--- src/rtl/cache_sa_lru_policy_pkg.sv ---
// rtl/cache_sa_lru_policy_pkg.sv - shared encodings for the set-associative replacement tracker
package cache_sa_lru_policy_pkg;

    localparam int POLICY_LRU = 0;
    localparam int POLICY_MRU = 1;

    localparam logic [1:0] ST_IDLE  = 2'd0;
    localparam logic [1:0] ST_FLUSH = 2'd1;
    localparam logic [1:0] ST_DONE  = 2'd2;

endpackage

--- src/rtl/cache_sa_victim_select.sv ---
// rtl/cache_sa_victim_select.sv - combinational victim choice for one set
module cache_sa_victim_select
    import cache_sa_lru_policy_pkg::*;
#(
    parameter int CACHE_WAYS = 4,
    parameter int BW_WAY     = $clog2(CACHE_WAYS),
    parameter int POLICY     = POLICY_LRU
) (
    input  logic [CACHE_WAYS-1:0][BW_WAY-1:0] i_age,
    input  logic [CACHE_WAYS-1:0]             i_valid,
    input  logic [CACHE_WAYS-1:0]             i_dirty,
    output logic [BW_WAY-1:0]                 o_way,
    output logic                              o_dirty
);

    localparam logic [BW_WAY-1:0] LP_TARGET = (POLICY == POLICY_MRU) ? '0 : BW_WAY'(CACHE_WAYS - 1);

    logic              w_inv_found;
    logic [BW_WAY-1:0] w_inv_way;
    logic [BW_WAY-1:0] w_age_way;

    // Descending scan so the lowest-index invalid way wins.
    always_comb begin
        w_inv_found = 1'b0;
        w_inv_way   = '0;
        w_age_way   = '0;
        for (int w = CACHE_WAYS - 1; w >= 0; w--) begin
            if (!i_valid[w]) begin
                w_inv_found = 1'b1;
                w_inv_way   = BW_WAY'(w);
            end
            if (i_age[w] == LP_TARGET) begin
                w_age_way = BW_WAY'(w);
            end
        end
    end

    assign o_way   = w_inv_found ? w_inv_way : w_age_way;
    assign o_dirty = w_inv_found ? 1'b0 : i_dirty[w_age_way];

endmodule

--- src/rtl/cache_sa_lru_policy.sv ---
// rtl/cache_sa_lru_policy.sv - per-set age stacks, valid/dirty bits, victim queries and flush sweep
module cache_sa_lru_policy
    import cache_sa_lru_policy_pkg::*;
#(
    parameter int CACHE_SETS = 16,
    parameter int CACHE_WAYS = 4,
    parameter int BW_SET     = $clog2(CACHE_SETS),
    parameter int BW_WAY     = $clog2(CACHE_WAYS),
    parameter int POLICY     = POLICY_LRU
) (
    input  logic              clock_i,
    input  logic              reset_i,
    input  logic              enable_i,
    input  logic              hit_i,
    input  logic [BW_SET-1:0] hit_set_i,
    input  logic [BW_WAY-1:0] hit_way_i,
    input  logic              hit_rw_i,
    input  logic              fill_i,
    input  logic [BW_SET-1:0] fill_set_i,
    input  logic [BW_WAY-1:0] fill_way_i,
    input  logic              fill_rw_i,
    input  logic              victim_req_i,
    input  logic [BW_SET-1:0] victim_set_i,
    output logic              victim_valid_o,
    output logic [BW_WAY-1:0] victim_way_o,
    output logic              victim_dirty_o,
    input  logic              clean_i,
    input  logic [BW_SET-1:0] clean_set_i,
    input  logic [BW_WAY-1:0] clean_way_i,
    input  logic              flush_req_i,
    output logic              flush_busy_o,
    output logic              flush_done_o,
    output logic              collision_o,
    output logic              flag_writeback_o
);

    typedef logic [CACHE_WAYS-1:0][BW_WAY-1:0] ages_t;

    ages_t                 r_age   [CACHE_SETS];
    logic [CACHE_WAYS-1:0] r_valid [CACHE_SETS];
    logic [CACHE_WAYS-1:0] r_dirty [CACHE_SETS];
    logic [1:0]            r_state;
    logic [BW_SET-1:0]     r_ptr;
    logic                  r_victim_valid;
    logic [BW_WAY-1:0]     r_victim_way;
    logic                  r_victim_dirty;
    logic                  r_collision;
    logic                  r_flag_wb;

    ages_t                 w_age_nxt   [CACHE_SETS];
    logic [CACHE_WAYS-1:0] w_valid_nxt [CACHE_SETS];
    logic [CACHE_WAYS-1:0] w_dirty_nxt [CACHE_SETS];
    logic                  w_active;
    logic [BW_SET-1:0]     w_acc_set;
    logic [BW_WAY-1:0]     w_acc_way;
    logic [BW_WAY-1:0]     w_old_age;
    logic [BW_WAY-1:0]     w_sel_way;
    logic                  w_sel_dirty;

    assign w_active  = enable_i && (r_state == ST_IDLE);
    assign w_acc_set = fill_i ? fill_set_i : hit_set_i;
    assign w_acc_way = fill_i ? fill_way_i : hit_way_i;
    assign w_old_age = r_age[w_acc_set][w_acc_way];

    // Clean is applied before the access so a coinciding store or fill takes precedence.
    always_comb begin
        w_age_nxt   = r_age;
        w_valid_nxt = r_valid;
        w_dirty_nxt = r_dirty;
        if (w_active) begin
            if (clean_i) begin
                w_dirty_nxt[clean_set_i][clean_way_i] = 1'b0;
            end
            if (fill_i) begin
                w_valid_nxt[fill_set_i][fill_way_i] = 1'b1;
                w_dirty_nxt[fill_set_i][fill_way_i] = fill_rw_i;
            end else if (hit_i && hit_rw_i) begin
                w_dirty_nxt[hit_set_i][hit_way_i] = 1'b1;
            end
            if (fill_i || hit_i) begin
                for (int w = 0; w < CACHE_WAYS; w++) begin
                    if (BW_WAY'(w) == w_acc_way) begin
                        w_age_nxt[w_acc_set][w] = '0;
                    end else if (r_age[w_acc_set][w] < w_old_age) begin
                        w_age_nxt[w_acc_set][w] = r_age[w_acc_set][w] + 1'b1;
                    end
                end
            end
        end
        if (r_state == ST_FLUSH) begin
            w_valid_nxt[r_ptr] = '0;
            w_dirty_nxt[r_ptr] = '0;
            for (int w = 0; w < CACHE_WAYS; w++) begin
                w_age_nxt[r_ptr][w] = BW_WAY'(w);
            end
        end
    end

    // Selection looks at next-state values so a same-cycle update to the queried set is forwarded.
    cache_sa_victim_select #(
        .CACHE_WAYS (CACHE_WAYS),
        .BW_WAY     (BW_WAY),
        .POLICY     (POLICY)
    ) u_victim_select (
        .i_age   (w_age_nxt[victim_set_i]),
        .i_valid (w_valid_nxt[victim_set_i]),
        .i_dirty (w_dirty_nxt[victim_set_i]),
        .o_way   (w_sel_way),
        .o_dirty (w_sel_dirty)
    );

    always_ff @(posedge clock_i or posedge reset_i) begin
        if (reset_i) begin
            for (int s = 0; s < CACHE_SETS; s++) begin
                for (int w = 0; w < CACHE_WAYS; w++) begin
                    r_age[s][w] <= BW_WAY'(w);
                end
                r_valid[s] <= '0;
                r_dirty[s] <= '0;
            end
            r_state        <= ST_IDLE;
            r_ptr          <= '0;
            r_victim_valid <= 1'b0;
            r_victim_way   <= '0;
            r_victim_dirty <= 1'b0;
            r_collision    <= 1'b0;
            r_flag_wb      <= 1'b0;
        end else begin
            r_victim_valid <= 1'b0;
            r_collision    <= 1'b0;
            r_flag_wb      <= 1'b0;
            if (enable_i) begin
                r_age       <= w_age_nxt;
                r_valid     <= w_valid_nxt;
                r_dirty     <= w_dirty_nxt;
                r_collision <= w_active && hit_i && fill_i;
                if (w_active && victim_req_i) begin
                    r_victim_valid <= 1'b1;
                    r_victim_way   <= w_sel_way;
                    r_victim_dirty <= w_sel_dirty;
                    r_flag_wb      <= w_sel_dirty;
                end
                case (r_state)
                    ST_IDLE: begin
                        if (flush_req_i) begin
                            r_state <= ST_FLUSH;
                            r_ptr   <= '0;
                        end
                    end
                    ST_FLUSH: begin
                        r_ptr <= r_ptr + 1'b1;
                        if (r_ptr == BW_SET'(CACHE_SETS - 1)) begin
                            r_state <= ST_DONE;
                        end
                    end
                    ST_DONE:  r_state <= ST_IDLE;
                    default:  r_state <= ST_IDLE;
                endcase
            end
        end
    end

    assign victim_valid_o   = r_victim_valid && enable_i;
    assign victim_way_o     = r_victim_way;
    assign victim_dirty_o   = r_victim_dirty;
    assign flag_writeback_o = r_flag_wb && enable_i;
    assign collision_o      = r_collision && enable_i;
    assign flush_busy_o     = (r_state != ST_IDLE);
    assign flush_done_o     = (r_state == ST_DONE) && enable_i;

endmodule

--- config.mk ---
export PLATFORM = sky130hd
export DESIGN_NAME = cache_sa_lru_policy
export DESIGN_NICKNAME = d
export VERILOG_FILES = /design/src/rtl/cache_sa_lru_policy_pkg.sv /design/src/rtl/cache_sa_victim_select.sv /design/src/rtl/cache_sa_lru_policy.sv
export SDC_FILE = /design/constraint.sdc
export NUM_CORES = 1
export LEC_CHECK = 0
export ABC_AREA = 1
export BUFFER_PORTS_ARGS = -buffer_cell sky130_fd_sc_hd__buf_2
export CAP_MARGIN = 20
export CORE_UTILIZATION = 35
export DETAILED_ROUTE_END_ITERATION = 7
export GPL_ROUTABILITY_DRIVEN = 0
export PLACE_DENSITY = 0.46
export RECOVER_POWER = 50
export REMOVE_ABC_BUFFERS = 1
export SLEW_MARGIN = 10
export SYNTH_ARGS = -nofsm -noshare
export SYNTH_HDL_FRONTEND = slang
export SYNTH_SLANG_ARGS = --single-unit
--- constraint.sdc ---
create_clock -name clock_i -period 11.7 [get_ports clock_i]
set_clock_uncertainty 0.15 [all_clocks]
set_input_delay 0 -clock clock_i [delete_from_list [all_inputs] [get_ports clock_i]]
set_output_delay 0 -clock clock_i [all_outputs]
set_load 0.01 [all_outputs]
== After elaboration in Yosys (flattened, before gate mapping) ==
Index checks and enable logic that the tools add are counted.

* $add $sub $neg: 5
* $mul: 0
* Divide/modulo/power cells: 0
* $lt $le $gt $ge: 23
* Eq/ne operators: 12
* Shifts and indexed selects: 0
* Muxes and demuxes: 103
* Bitwise operators: 30
* Reductions and logical operators: 25

{| class="wikitable"
|+ Operator list
! cell !! count
|-
| two-way mux 128 bit || 17
|-
| bitwise AND 128 bit || 5
|-
| inverter 128 bit || 5
|-
| two-way mux 64 bit || 9
|-
| bitwise mux 128 bit || 4
|-
| bitwise AND 64 bit || 5
|-
| demux 8 bit (select 4 bit) || 8
|-
| inverter 64 bit || 4
|-
| OR 64 bit || 4
|-
| OR 128 bit || 1
|-
| binary-select mux 8 bit (select 4 bit) || 2
|-
| bitwise mux 64 bit || 1
|-
| demux 4 bit (select 4 bit) || 4
|-
| two-way mux 4 bit || 12
|-
| two-way mux 8 bit || 6
|-
| binary-select mux 4 bit (select 4 bit) || 2
|-
| greater-or-equal comparator 5 bit (second input constant) || 6
|-
| two-way mux 2 bit || 15
|-
| inverter 4 -> 5 bit || 6
|-
| less-than comparator 5 x 1 -> 1 bit (second input constant) || 5
|-
| logical AND 1 bit || 17
|-
| less-than comparator 2 x 3 -> 1 bit (second input constant) || 5
|-
| two-way mux 1 bit || 14
|-
| two-way mux 6 bit || 2
|-
| other kinds (21) || 39
|}

* Flip-flop bits (word level): 268
* Bits in latches: 0
* Bits in writable memories: 0
* Memory bits (read-only): 0
* Output and inout bits: 8
* Memories kept: 0

== Depth between registers and ports, before layout ==
Gate-level depths: netlist of the first run.

* Word-level depth: 45
* Gate-level depth with buffers: 41

== By module ==
A second synthesis of the first run with hierarchy kept.

* Cell total of the unflattened synthesis: 4033
* Area total of the unflattened synthesis: 23756.5 um^2

{| class="wikitable"
|+ By module, submodules not included
! module !! instances !! cells each !! area an instance (um^2) !! seq. area each (um^2)
|-
| cache_sa_lru_policy || 1 || 4003 || 23605.1 || 6786.5
|-
| cache_sa_victim_select || 1 || 30 || 151.4 || 0.0
|}

== Worst setup path before layout of the first run ==
No wires, ideal clock.

* Path type: input port to flip-flop
* Start: in hit_set_i[1]
* End: reg r_victim_dirty (netlist: victim_dirty_o)
* Setup time: 0.119 ns
* Arrival time: 3.638 ns
* Path slack: 7.793 ns
* Stages on the path: 33
* Path through: buf_2 -> inv_1 -> o21ai_1 -> clkbuf_1 -> nand2_2 -> buf_4 -> o22ai_1 -> o21ai_1 -> nand2_1 -> nor2_1 -> o221ai_1 -> ha_1 -> nand2_1 -> nand2_1 -> buf_2 -> nor2_2 -> inv_2 -> nand2_1 -> nand3_1 -> nand2_1 -> nand2_1 -> nand3_1 -> nand3_1 -> nand2_1 -> nand3_1 -> nand3_1 -> nand2_1 -> nand2_1 -> nand2_1 -> nand2_1 -> nand3_1 -> nand3_1 -> nand2_1

* Longest elaborated chain between the ends: 43
* Elaborated cells between the ends (all ways): 90
* Classes of those cells: add/sub: 4; order compare: 8; eq/ne: 4; mux: 54; bitwise: 18; reduce/logical: 2

{| class="wikitable"
|+ Ends and longest elaborated chain
! element !! RTL line !! RTL
|-
| from (decl) || cache_sa_lru_policy.sv:15 || <nowiki>input logic [BW_SET-1:0] hit_set_i,</nowiki>
|-
| two-way mux 4 bit || cache_sa_lru_policy.sv:61 || <nowiki>assign w_acc_set = fill_i ? fill_set_i : hit_set_i;</nowiki>
|-
| inverter 4 -> 5 bit (not written as such) || - ||
|-
| binary-select mux 8 bit (select 4 bit) || cache_sa_lru_policy.sv:63, cache_sa_lru_policy.sv:84, cache_sa_lru_policy.sv:85 ||
|-
| two-way mux 8 bit (not written as such) (2 in a row) || cache_sa_lru_policy.sv:63, cache_sa_lru_policy.sv:84, cache_sa_lru_policy.sv:85 ||
|-
| binary-select mux 2 bit (select 2 bit) || cache_sa_lru_policy.sv:63 || <nowiki>assign w_old_age = r_age[w_acc_set][w_acc_way];</nowiki>
|-
| two-way mux 2 bit (not written as such) || cache_sa_lru_policy.sv:63 ||
|-
| less-than comparator 2 bit || cache_sa_lru_policy.sv:84 || <nowiki>end else if (r_age[w_acc_set][w] < w_old_age) begin</nowiki>
|-
| two-way mux 128 bit || cache_sa_lru_policy.sv:84 ||
|-
| (+22 left out) || - ||
|-
| two-way mux 128 bit || cache_sa_lru_policy.sv:90 || <nowiki>if (r_state == ST_FLUSH) begin</nowiki>
|-
| binary-select mux 8 bit (select 4 bit) || cache_sa_lru_policy.sv:105 || <nowiki>.i_age (w_age_nxt[victim_set_i]),</nowiki>
|-
| two-way mux 8 bit (not written as such) (2 in a row) || cache_sa_lru_policy.sv:105 ||
|-
| equality test 2 bit || cache_sa_victim_select.sv:32 || <nowiki>if (i_age[w] == LP_TARGET) begin</nowiki>
|-
| two-way mux 2 bit (4 in a row) || cache_sa_victim_select.sv:32 ||
|-
| binary-select mux 1 bit (select 2 bit) * || cache_sa_victim_select.sv:39 || <nowiki>assign o_dirty = w_inv_found ? 1'b0 : i_dirty[w_age_way];</nowiki>
|-
| two-way mux 1 bit (not written as such) * || cache_sa_victim_select.sv:39 ||
|-
| two-way mux 1 bit * || cache_sa_victim_select.sv:39 ||
|-
| to (signal assigned) || cache_sa_lru_policy.sv:140 || <nowiki>r_victim_dirty <= w_sel_dirty;</nowiki>
|-
| to (decl) || cache_sa_lru_policy.sv:46 || <nowiki>logic r_victim_dirty;</nowiki>
|}

Mark *: on every way between the ends. The rest lies on a longest branch, timed or not. The select of a mux whose other input is x is not followed.
A chain may end at the register's enable or synchronous reset.

==> impl_metrics.tcl, run 1 <==
set metrics [dict create \
    crit_required_ns 11.40 \
    post_layout_nonfiller_instances 4709 \
    critPathKind "primary input to asynchronous set/reset pin" \
    post-route-util_pct 39.1 \
    place_inst 4626 \
    drc 0 \
    start_util_pct 35.7 \
    tightest_slew_ns 5.21 \
    fin_crit_sh_pct 57.5 \
    die_w_um 259 \
    port_buffers 39 \
    period_needed_ns 6.72 \
    root_buffer "clkbuf_16" \
    grt_antenna_before_repair 0 \
    dp_hpwl_um 72100 \
    wirelength_um 109000 \
    synthToLayoutAreaGrowth_pct 9.60 \
    syn_inst 3917 \
    cts_tree "yes" \
    reg2reg_depth 32 \
    hp-start "clean_set_i[3]" \
    nNetsFinal 3864 \
    tns_ns 0 \
    grt-ovfl-total 0 \
    vias 27001 \
    ioPinCount 40 \
    whs_path_depth 7 \
    fin_area_um2 25400 \
    vdd_ir_drop_max_v 0.000103 \
    maxSlewViolCount 275 \
    first_iter_violations 3123 \
    ys_top_cells_by_area "dfrtp_1 (22%), nand2_1 (20%), nand3_1 (9.6%), o21ai_0 (7.4%), dfstp_2 (7.3%)" \
    drt_pass1_iterations 6 \
    arrival_ns 6.43 \
    yosysTopAreaCell "dfrtp_1" \
    insertion_delay_ns 0.59 \
    drv_cap 4 \
    drive_above_1_share_pct 7.45 \
    cts_sinks 268 \
    avgSynthCellArea_um2 5.92 \
    synthArstFlopShare_pct 100 \
    die_h_um 259 \
    ys_seq_area_share_pct 29.3 \
    syn-cell-area_um2 23200 \
    slew_headroom_pct -249 \
    hold_path.class "primary input to flip-flop" \
    core_um2 64900 \
    clk_pin_slew_ns 0.06 \
    fmax_mhz 149 \
    final_cell_mix "nand2_1 (1,232), nand3_1 (444), nor2_1 (350)" \
    ys_warn_count 0 \
    crit_path_start "reset_i" \
    synth_flop_cell "dfrtp_1" \
    dieArea_um2 67300 \
    rsz0062_at_grt "no" \
    netlist-cell-type-count 43 \
    grt_max_degree 105 \
    netlist.area_leader.share_pct 22.0 \
    grt.total_usage_pct 32.0 \
    violations "capacitance limit, slew limit" \
    wl_per_cell_um 23.2 \
    grt_pass1_vias 25177 \
    cts_buffers 40 \
    status "finished with violations" \
    synth-edff-count 0 \
    synth-seq-cells 268 \
    postCtsSetupBuffers 0 \
    timing.hold.ws_ns 0.0233 \
    diodes 0 \
    viasPerCell 5.73 \
    leakagePower_uw 0.0113 \
    finalHoldViolCount 0 \
    reg2reg_from "r_age[22]" \
    crit_fanout 104 \
    cellPowerDensity_nw_per_um2 173 \
    clock_path_buffers 3 \
    grt_pass1_wl_um 163000 \
    cts_resized 0 \
    placed_area_um2 24000 \
    setup_violations 0 \
    layout_commonest_cell "nand2_1" \
    worstSetupStartpointType "primary input" \
    cp-end-kind "asynchronous set/reset pin" \
    hold_buffers 10 \
    cts_max_level 2 \
    ant_nets 0 \
    fp-row-count 93 \
]
[layout make-up]
cell class | count | area (µm²)
repair buffers | 118 | 822
multi-input cells | 3043 | 14100
clock buffers | 65 | 1200
well taps | 855 | 1070
clock inverters | 7 | 77.6
inverters | 353 | 1340
flip-flops and latches | 268 | 6790
fillers | 7228 | 39500
[where the power goes]
part,internal (µW),switching (µW)
logic,547,1260
clock network,724,506
registers,1160,208
total,2430,1970
[cell usage after synthesis, types with 24 or more instances]
library cell  instances
a31oi_1              97
nand3_1             444
o32ai_1              25
nor3_1               34
a21oi_1             233
o22ai_1              73
buf_2                24
nand2_1            1234
o211ai_1             39
o21ai_1              57
dfstp_2              64
dfrtp_1             204
inv_1               321
buf_1                26
nor2_1              356
o21ai_0             344
a32o_1               28
clkbuf_1            194
[sequential cells by signal (all words and copies together) (netlist names)]
signal	flops
r_victim_valid	1
r_collision	1
r_valid	64
r_state	2
r_age	128
r_dirty	64
r_flag_wb	1
victim_dirty_o	1
victim_way_o	2
r_ptr	4
[layer usage]
layer	vias to the layer above	routed length (µm)	global-route usage, %
met3	268	7450	3.70
met4	0	5140	14.5
met2	1195	49600	51.5
met1	12675	47300	42.7
met5	-	0	0
li1	12863	-	-
[cell families after synthesis]
logic type,after synthesis,synth area share [%]
buffers and inverters,606,10.1
and+or+nand+nor,2107,37.3
AOI/OAI and AO/OA,928,22.9
DFF,268,29.3
adders and majority gates,8,0.432
[final timing paths]
| path | to | slack [ns] |
|---|---|---|
| max reg2reg | victim_dirty_o | 5.78 |
| max | r_dirty[2] | 4.98 |
| max in group clock_i | victim_dirty_o | 5.20 |
| min reg2reg | r_valid[33] | 0.32 |
| min in group asynchronous | r_age[116] | 1.43 |
| min | r_dirty[55] | 0.02 |
[stage by stage]
stage	setup slack [ns]	power, µW
after global placement	5.05	3160
final	4.98	4400
after detailed placement	4.96	3150
after CTS	5.44	4400
after global routing	3.80	4690
after floorplan	-3.09	2520
[critical path, cell delays in order]
cell and delay, ns:
dlygate4sd3_1 0.53, buf_2 0.12, clkinvlp_2 2.85, clkbuf_1 2.73
(Power assumes the default switching activity.)
==> run 2, diff against run 1 <==
--- a/config.mk
+++ b/config.mk
@@ -11,7 +11,7 @@
 export CORE_UTILIZATION = 35
 export DETAILED_ROUTE_END_ITERATION = 7
 export GPL_ROUTABILITY_DRIVEN = 0
-export PLACE_DENSITY = 0.46
+export PLACE_DENSITY = 0.48
 export RECOVER_POWER = 50
 export REMOVE_ABC_BUFFERS = 1
 export SLEW_MARGIN = 10
==> constraint.sdc (replaced) <==
create_clock -name clock_i -period 6 [get_ports clock_i]
set_clock_uncertainty 0.15 [all_clocks]
set_input_delay 0 -clock clock_i [delete_from_list [all_inputs] [get_ports clock_i]]
set_output_delay 0 -clock clock_i [all_outputs]
set_load 0.01 [all_outputs]
==> run 2 against run 1 <==
  * Sequential cell count is the same
  * Hold slack gained 0.020 ns
  * Cell area grew 1.5%
  * Non-clock buffer count grew 20
  * Highest routed layer unchanged
  * Global-route usage shrank 0.85 points
  * Critical path depth grew 23
  * Cell count grew 0.40%
  * Clock power grew 120%
  * The flow still finishes with violations (capacitance limit, slew limit)
  * Register-to-register slack lost 5.0 ns
  * Worst setup slack lost 4.4 ns
  * First-iteration DRC count shrank 2.4%
  * Die area is the same
==> impl_metrics.tcl, run 2 (synthesis results as in run 1) <==
set metrics [dict create \
    multiInputGateArea_um2 14100 \
    timing.hold.ws_ns 0.0430 \
    placed_area_um2 24200 \
    hold_buffers 13 \
    nNetsFinal 3883 \
    crit_required_ns 6.32 \
    drt_pass1_iterations 8 \
    postCtsSetupBuffers 0 \
    tightest_slew_ns 2.22 \
    critPathKind "primary input to flip-flop" \
    crit_top_cell "nand2_1" \
    worst_path_largest_cell_delay_ns 0.74 \
    post_layout_nonfiller_instances 4728 \
    slowest_stage "a21oi_1" \
    clock_path_buffers 3 \
    drv_cap 3 \
    fin_area_um2 25800 \
    p_total_uw 8850 \
    fin_crit_sh_pct 90.0 \
    grt.total_usage_pct 31.1 \
    root_buffer "clkbuf_16" \
    regMostFlops "r_age" \
    first_iter_violations 3047 \
    cellPowerDensity_nw_per_um2 343 \
    cts_sinks 268 \
    seqCellArea_um2 6790 \
    wl_per_cell_um 22.4 \
    cts_resized 0 \
    dp_hpwl_um 71800 \
    setup_slack_ns 0.601 \
    slew_headroom_pct -48.9 \
    grt_pass1_wl_um 160000 \
    period_needed_ns 5.40 \
    cp_num_buf_inv 8 \
    status "finished with violations" \
    port_buffers 39 \
    core_um2 64900 \
    grt_pass1_vias 24971 \
    viasPerCell 5.72 \
    place_inst 4644 \
    arrival_ns 5.72 \
    fillCellCount 7169 \
    final_cell_mix "nand2_1 (1,232), nand3_1 (444), nor2_1 (349)" \
    largestRegisters "r_age (128), r_dirty (64), r_valid (64)" \
    setup_violations 0 \
    pre_cts_ws_ns 0.766 \
    cts_max_level 2 \
    vdd_ir_drop_max_v 0.000208 \
    vias 27037 \
    fmax_mhz 185 \
    diodes 0 \
    grt-ovfl-total 0 \
    hold_path.class "primary input to flip-flop" \
    die_w_um 259 \
    ioPinCount 40 \
    fp-row-count 93 \
    worstSetupStartpointType "primary input" \
    die_h_um 259 \
    drc 0 \
    layout_commonest_cell "nand2_1" \
    cp-end-kind "flip-flop" \
    grt_max_degree 200 \
    grt_antenna_before_repair 0 \
    wirelength_um 106000 \
    critPathTopFamily "buffers and inverters" \
    synthToLayoutAreaGrowth_pct 11.2 \
    cts_buffers 39 \
    ant_nets 0 \
    violations "capacitance limit, slew limit" \
    largest_reg_flops 128 \
    dieArea_um2 67300 \
    cts_tree "yes" \
    start_util_pct 35.7 \
    drive_above_1_share_pct 8.16 \
    rsz0062_at_grt "no" \
    maxSlewViolCount 158 \
    finalHoldViolCount 0 \
    crit_fanout 34 \
    clk_pin_slew_ns 0.07 \
    leakagePower_uw 0.0115 \
    insertion_delay_ns 0.59 \
]
==> run 2: changes by cell type in the layout (fill, tap and decap cells not counted), moves of 2 or more <==
cell           previous run  this run
buf_12                    1         6
buf_4                    65        79
bufinv_16                 1         9
clkbuf_1                 23        12
clkbuf_2                  0         2
clkbuf_8                 12         7
clkinv_2                  3         8
dlygate4sd3_1            10        13
==> run 2: path summary, 6_finish.rpt <==
check / start / end / slack [ns] / depth (start not counted)
max in group asynchronous: reset_i / r_age[59] / 2.28 / 5
max reg2reg: r_age[22] / victim_way_o[0] / 0.81 / 28
min in group asynchronous: reset_i / r_age[81] / 1.01 / 4
max: fill_way_i[0] / victim_way_o[0] / 0.60 / 27
min reg2reg: r_valid[33] / r_valid[33] / 0.33 / 2
min: clean_set_i[2] / r_dirty[55] / 0.04 / 7
==> run 2: metal layers <==
layer | wire (µm) | track usage (%) | up-vias
met2 | 47700 | 49.7 | 1240
met3 | 7820 | 3.90 | 257
met4 | 4980 | 14.2 | 0
li1 | - | - | 12915
met5 | 0 | 0 | -
met1 | 45500 | 41.7 | 12625
==> run 2: worst register-to-register path: cells and delay by family (launching register included) <==
kind | cells | cell delay (ns)
flops | 1 | 0.59
buf+inv | 3 | 1.11
compound gates | 3 | 0.40
simple gates | 22 | 2.83
==> run 2: stage by stage <==
stage	utilization, %	setup TNS [ns]
global placement	37.3	0
global route	39.7	0
floorplan	-	-1978.37
finish	39.7	0
detailed placement	37.3	0
CTS	39.7	0
==> run 2: area by class of cell <==
type | count | share of cell area, %
Clock buffer | 52 | 4.21
Clock inverter | 19 | 1.33
Inverter | 353 | 5.19
Multi-Input combinational cell | 3043 | 54.7
Sequential cell | 268 | 26.3
Tap cell | 855 | 4.15
Timing Repair Buffer | 138 | 4.06
==> run 2: where the power goes <==
group / leakage [µW] / internal (µW) / switching, µW
sequential: 0.00340 / 2260 / 397
combinational: 0.00737 / 1110 / 2430
clock: 0.000704 / 1660 / 996
total: 0.0115 / 5030 / 3830
